## src/rtl/frame_11011_tx.sv

```systemverilog
// frame_11011_tx: serial framer emitting preamble 11011, zero-stuffed MSB-first payload, then an idle gap.
module frame_11011_tx #(
  parameter int DATA_W = 8,
  parameter int GAP = 2
) (
  input  logic              clk,
  input  logic              rst,
  input  logic              in_valid,
  output logic              in_ready,
  input  logic [DATA_W-1:0] in_data,
  output logic              ser_out,
  output logic              busy,
  output logic              frame_done
);
  localparam int CA = $clog2(DATA_W + 1);
  localparam int CB = $clog2(GAP + 1);
  localparam int CM = CA > CB ? CA : CB;
  localparam int CW = CM > 3 ? CM : 3;
  localparam logic [2:0] S_IDLE = 3'd0, S_PRE = 3'd1, S_DATA = 3'd2, S_STUFF = 3'd3, S_GAP = 3'd4;
  localparam logic [4:0] PAT = 5'b11011;
  localparam logic [2:0] S_END = GAP > 0 ? S_GAP : S_IDLE;
  localparam logic [CW-1:0] END_CNT = CW'(GAP > 0 ? GAP - 1 : 0);
  logic [2:0] state_q, state_d;
  logic [CW-1:0] cnt_q, cnt_d;
  logic [DATA_W-1:0] sh_q, sh_d;
  logic ser_q, ser_d, done_q, done_d;
  assign in_ready = (state_q == S_IDLE) && !rst;
  assign busy = state_q != S_IDLE;
  assign ser_out = ser_q;
  assign frame_done = done_q;
  always_comb begin
    state_d = state_q;
    cnt_d = cnt_q;
    sh_d = sh_q;
    done_d = 1'b0;
    case (state_q)
      S_IDLE: if (in_valid && in_ready) begin
        state_d = S_PRE;
        cnt_d = CW'(4);
        sh_d = in_data;
      end
      S_PRE: if (cnt_q == '0) begin
        state_d = S_DATA;
        cnt_d = CW'(DATA_W - 1);
      end else cnt_d = cnt_q - CW'(1);
      S_DATA: begin
        sh_d = sh_q << 1;
        if (sh_q[DATA_W-1]) state_d = S_STUFF;
        else if (cnt_q == '0) begin
          state_d = S_END;
          cnt_d = END_CNT;
          done_d = 1'b1;
        end else cnt_d = cnt_q - CW'(1);
      end
      // a stuffed 0 completes the bit it follows, so the bit count moves here
      S_STUFF: if (cnt_q == '0) begin
        state_d = S_END;
        cnt_d = END_CNT;
        done_d = 1'b1;
      end else begin
        state_d = S_DATA;
        cnt_d = cnt_q - CW'(1);
      end
      S_GAP: if (cnt_q == '0) state_d = S_IDLE;
      else cnt_d = cnt_q - CW'(1);
      default: state_d = S_IDLE;
    endcase
    ser_d = state_d == S_PRE ? PAT[cnt_d[2:0]] : (state_d == S_DATA) && sh_d[DATA_W-1];
  end
  always_ff @(posedge clk) begin
    if (rst) begin
      state_q <= S_IDLE;
      cnt_q <= '0;
      sh_q <= '0;
      ser_q <= 1'b0;
      done_q <= 1'b0;
    end else begin
      state_q <= state_d;
      cnt_q <= cnt_d;
      sh_q <= sh_d;
      ser_q <= ser_d;
      done_q <= done_d;
    end
  end
endmodule

```

## config.mk

```make
export PLATFORM = sky130hd
export DESIGN_NAME = frame_11011_tx
export DESIGN_NICKNAME = d
export VERILOG_FILES = /design/src/rtl/frame_11011_tx.sv
export SDC_FILE = /design/constraint.sdc
export NUM_CORES = 1
export LEC_CHECK = 0
export CORE_MARGIN = 1
export CORE_UTILIZATION = 55
export CTS_CLUSTER_DIAMETER = 30
export DETAILED_ROUTE_END_ITERATION = 7
export PLACE_DENSITY_LB_ADDON = 0.1
export SLEW_MARGIN = 40
export SYNTH_ARGS = -nofsm -noshare
export SYNTH_HDL_FRONTEND = slang
export SYNTH_SLANG_ARGS = --single-unit
```

## constraint.sdc

```tcl
create_clock -name clk -period 3.4 [get_ports clk]
set_input_delay 0.68 -clock clk [delete_from_list [all_inputs] [get_ports clk]]
set_output_delay 0.68 -clock clk [all_outputs]
set_load 0.02 [all_outputs]
```

==> results.cfg, run 1 <==
[global_routing]
grt_pass1_vias = 781
grt_overflow = 0
grt_max_degree = 18
antenna_found_initial = 0
grt_usage = 0.2393
grt_pass1_wl_mm = 3.332

[synthesis]
synthArstFlopShare = 0
synth_top_area_frac = 0.3646
yosysMostFrequentCell = dfxtp_1
synth_top_family_by_area = simple AND/OR/NAND/NOR gates
yosys.area_share.xor_xnor = 0
ys_types = 38
syn-instance-count = 113
synth-simple-area-share = 0.2828
ys_seq_area_frac = 0.3646
yosysWarningCount = 0
synthMuxAreaShare = 0
synthAdderAreaFrac = 0.02681
netlist_top_cells_area = dfxtp_1, a21oi_1, nand2_1
yosys.area.top_type = dfxtp_1
syn-cell-area_sq_um = 933.4
ys.flop_type = dfxtp_1
ys_seq_elements = 17
synth_edf_count = 0
syn_area_per_cell_sq_um = 8.260
synthesis.nets = 126
synth-compound-area-share = 0.2627
synthTopCellsByCount = dfxtp_1, nand2_1, a21oi_1

[critical_path]
required_ns = 2.72
worstSetupEndpointType = primary output
crit_chain = clkdlybuf4s50_1 -> nor4_1 -> clkdlybuf4s50_1
critPathMaxFanout = 2
crit_type = in2out
start_kind = input port
crit_arrival_ns = 2.15
crit_slowest_cell = clkdlybuf4s50_1
r2r_slack_ns = 1.29
cp_top_family = buffers and inverters
path_common_cell = clkdlybuf4s50_1
r2r_end = ser_out
crit_start = rst
r2r_start = cnt_q[0]
cp.depth = 3
cpPeakStageDelay_ns = 0.69
crit_buf_inv = 2
r2r_cells = 9

[cts]
root_buffer = clkbuf_4
post_cts_buffers = 0
cts.sinks = 17
htree_num_levels = 1
ctsResizeCount = 0
hold_buffers = 0
clk_latency_ns = 0.29
cts_tree = done
clkTransAtPathRegs_ns = 0.10
cts_buffers = 3
cts_buffer_depth = 2

[worst_hold_path]
hp-class = reg2reg
hold_end = cnt_q[3]
min_path_cells = 2
worstHoldStart = cnt_q[3]

[routing]
routed_wl_mm = 1.933
routed_via_density = 6.070
ant_nets = 0
via_count = 862
drt_first_pass_iters = 7
drc = 0
wire_per_inst_um = 13.61
drt_iter0_markers = 51

[timing]
grt_setup_unrepaired = false
fin_crit_sh = 0.8320
slew_viol_final = 0
period_needed_ns = 2.829
fmax_mhz = 353.5
finalWorstSetupSlack_ns = 0.5712
worst_pin_slew_ns = 0.5293
maxSlewHeadroom = 0.6452
finalHoldViolCount = 0
skew_ns = 0.003957
setup-tns-final_ns = 0
finalSetupViolations = 0

[outcome]
outcome = finished, final reports clean

[cells_and_area]
multi_input_area_sq_um = 534.3
layout.cells.non_filler = 142
antenna_cells = 0
fin_util = 0.7062
area_delta_synth_final_pct = 16.62
nFillCells = 134
register_area_sq_um = 340.3
fin_nets = 140
drive_above_1_share = 0.09524

[power]
vdd_drop_max_mv = 0.3018
power.total_mw = 0.4905
leakage_nw = 0.3866
powerDensity_nw_per_um2 = 450.6

[die]
die-height_um = 43.20
die_area_sq_um = 1866
rows = 14
die_w_um = 43.20
io_pins = 15
core_sq_um = 1541
start_util = 0.6055

[place]
post-place-ws_ns = 0.6110
port_buffers = 14
gp_congestion = 0.8341
placed_cells = 138
dpl.hpwl_mm = 1.425

[run]
maxCapViolCount = 0
## worst min-delay path: stages, from the launching register on
cell and delay (ns):
dfxtp_1 0.37, o21ai_0 0.09, a21oi_1 0.06
## power by group
group / switching [mW] / internal (mW) / total [mW] / leakage (nW)
Clock: 0.0657 / 0.0437 / 0.109 / 0.0177
Sequential: 0.0194 / 0.214 / 0.234 / 0.139
Combinational: 0.0784 / 0.0690 / 0.147 / 0.230
Total: 0.163 / 0.327 / 0.491 / 0.387
## cell type report
class	instances	area share
clock buffer	3	0.02069
timing repair buffer	15	0.1356
sequential	17	0.3126
multi-input combinational	85	0.4908
inverter	5	0.01724
tap	16	0.01839
clock inverter	1	0.004598
## flip-flops by register name, indices dropped and copies added (netlist names)
| signal | flops |
|---|---|
| cnt_q | 4 |
| frame_done | 1 |
| ser_out | 1 |
| sh_q | 8 |
| state_q | 3 |
## per-layer routing
metal,up-vias,wire length (um),GRT usage
li1,433,-,-
met1,398,869,0.3105
met2,27,962,0.3791
met3,4,80,0.05106
met4,0,21,0.1030
met5,-,0,0
## cell usage in the layout, fill, tap and decap left out, types with 2 or more instances in the layout
cell / count
a221oi_1: 2
nor2b_1: 3
nand2b_1: 2
o21ai_1: 2
nor2_1: 9
nand3_1: 5
nor3b_2: 2
a21oi_1: 12
and2_1: 3
inv_1: 5
ha_1: 2
o211ai_1: 2
a22oi_1: 6
o21ai_0: 4
dfxtp_1: 17
clkbuf_4: 3
nand2_1: 13
clkdlybuf4s50_1: 14
## cells by family after synthesis
logic type      count (synthesis)
compound gates                 37
fa+ha+maj                       2
buf+inv                        11
flops                          17
simple gates                   46
## how the worst max path moves through the flow
| stage | to | slack, ns |
|---|---|---|
| finish | in_ready | 0.57 |
| global route | in_ready | 0.50 |
| CTS | in_ready | 0.61 |
| detailed placement | in_ready | 0.61 |
| global placement | in_ready | 0.62 |
| floorplan | ser_out | 1.06 |
## metrics by stage
step / instance area (sq um) / hold WS, ns
after floorplan: 933.4 / 0.5043
after global placement: 1061 / 0.5304
after detailed placement: 1061 / 0.5423
after CTS: 1089 / 0.5585
after global routing: 1089 / 0.5889
final: 1089 / 0.5540
No activity file was read; power rests on OpenSTA's default activity.
==> inputs of run 2 (changes only) <==
Settings changed: CORE_UTILIZATION 55 to 46.
Clock period 3.4 ns to 2.5 ns, I/O delays scaled along.
==> run 2 against run 1 <==
Compared with the run above: hold slack better by 0.0092 ns; die area up 19%; sequential share of layout area down 1.1 points; clock power up 28%; register-to-register slack worse by 0.94 ns; wire length up 2.9%; clock skew up 0.00051 ns; clock-buffer cell count unchanged; global-route usage down 2.4 points; worst setup slack worse by 0.49 ns; combinational power up 47%; largest cell class unchanged; first-iteration DRC count down 53%.
==> results.cfg, run 2 (synthesized netlist as in run 1, its figures left out) <==
[outcome]
outcome = finished, final reports clean

[cts]
cts.sinks = 17
post_cts_buffers = 0
ctsResizeCount = 0
clk_latency_ns = 0.28
root_buffer = clkbuf_4
clkTransAtPathRegs_ns = 0.09
cts_buffers = 3
htree_num_levels = 1
cts_buffer_depth = 2
cts_tree = done
hold_buffers = 0

[routing]
drc = 0
wire_per_inst_um = 12.84
drt_iter0_markers = 24
via_count = 912
routed_via_density = 5.884
routed_wl_mm = 1.990
ant_nets = 0
drt_first_pass_iters = 4

[cells_and_area]
layout_commonest_cell = dfxtp_1
reg_top3 = sh_q: 8 flops, cnt_q: 4 flops, state_q: 3 flops
area_delta_synth_final_pct = 21.05
largest_register_ff_count = 8
layout_common_cells = dfxtp_1, clkdlybuf4s50_1, nand2_1
top_register = sh_q
fin_nets = 144
design_area_sq_um = 1130
layout.cells.non_filler = 155
drive_above_1_share = 0.1231
antenna_cells = 0
fin_util = 0.6206

[global_routing]
grt_pass1_vias = 762
grtUsageMet2 = 0.3250
gr-usage-met3 = 0.07692
grt_max_degree = 18
grt_overflow = 0
met1_usage = 0.2958
grt_usage = 0.2157
grt_busiest_layer = met2
grt_pass1_wl_mm = 3.346
antenna_found_initial = 0

[critical_path]
crit_arrival_ns = 1.92
r2r_slack_ns = 0.35
crit_buf_inv = 2
cpPeakStageDelay_ns = 0.68
start_kind = input port
cp_top_family = buffers and inverters
crit_slowest_cell = clkdlybuf4s50_1
required_ns = 2.00
path_common_cell = clkdlybuf4s50_1
crit_chain = clkdlybuf4s50_1 -> nor4_1 -> clkdlybuf4s50_1
worstSetupEndpointType = primary output
critPathMaxFanout = 2
crit_type = in2out

[timing]
worst_pin_slew_ns = 0.5477
slew_viol_final = 0
skew_ns = 0.004467
fin_crit_sh = 0.9685
finalHoldViolCount = 0
finalSetupViolations = 0
grt_setup_unrepaired = false
maxSlewHeadroom = 0.6329
setup-tns-final_ns = 0
period_needed_ns = 2.421
fmax_mhz = 413.0
finalWorstSetupSlack_ns = 0.07887

[place]
gp_congestion = 0.8948
dpl.hpwl_mm = 1.458
post-place-ws_ns = 0.1306
placed_area_sq_um = 1102
port_buffers = 14
placed_cells = 151

[power]
powerDensity_nw_per_um2 = 592.7
vdd_drop_max_mv = 0.3364
leakage_nw = 0.4070

[die]
die_area_sq_um = 2213
rows = 15
die_w_um = 47.05
start_util = 0.5127
die-height_um = 47.05
io_pins = 15
core_sq_um = 1821

[run]
maxCapViolCount = 0

[worst_hold_path]
hp-class = reg2reg
==> run 2: cell type report <==
class                      instances  area (sq um)
inverter                           5         18.77
clock inverter                     1         5.005
clock buffer                       3         22.52
timing repair buffer              19         177.7
fill                             168         690.7
tap                               25         31.28
sequential                        17         340.3
multi-input combinational         85         534.3
==> run 2: where the power goes <==
group	internal [mW]	switching [mW]
Sequential	0.291	0.0217
Combinational	0.101	0.115
Clock	0.0594	0.0808
==> run 2: worst paths after layout <==
path / startpoint / to / cells past startpoint
setup / recovery: rst / in_ready / 3
hold / removal: cnt_q[3] / cnt_q[3] / 2
setup reg to reg: cnt_q[0] / ser_out / 9
hold reg to reg: cnt_q[3] / cnt_q[3] / 2
==> run 2: worst min-delay path: stages (launching register included) <==
cell and delay (ns):
dfxtp_1 0.37, o21ai_0 0.09, a21oi_1 0.06
==> run 2: routing by layer <==
layer | part of all wire | vias to the layer above
met5 | 0 | -
li1 | - | 443
met2 | 0.48 | 35
met3 | 0.066 | 2
met1 | 0.45 | 432
met4 | 0.0070 | 0
==> run 2: metrics by stage <==
| stage | hold WS [ns] | power, mW |
|---|---|---|
| floorplan | 0.5043 | 0.4673 |
| global placement | 0.5362 | 0.5296 |
| detailed placement | 0.5487 | 0.5306 |
| CTS | 0.5652 | 0.6731 |
| global route | 0.6106 | 0.7148 |
| finish | 0.5632 | 0.6697 |
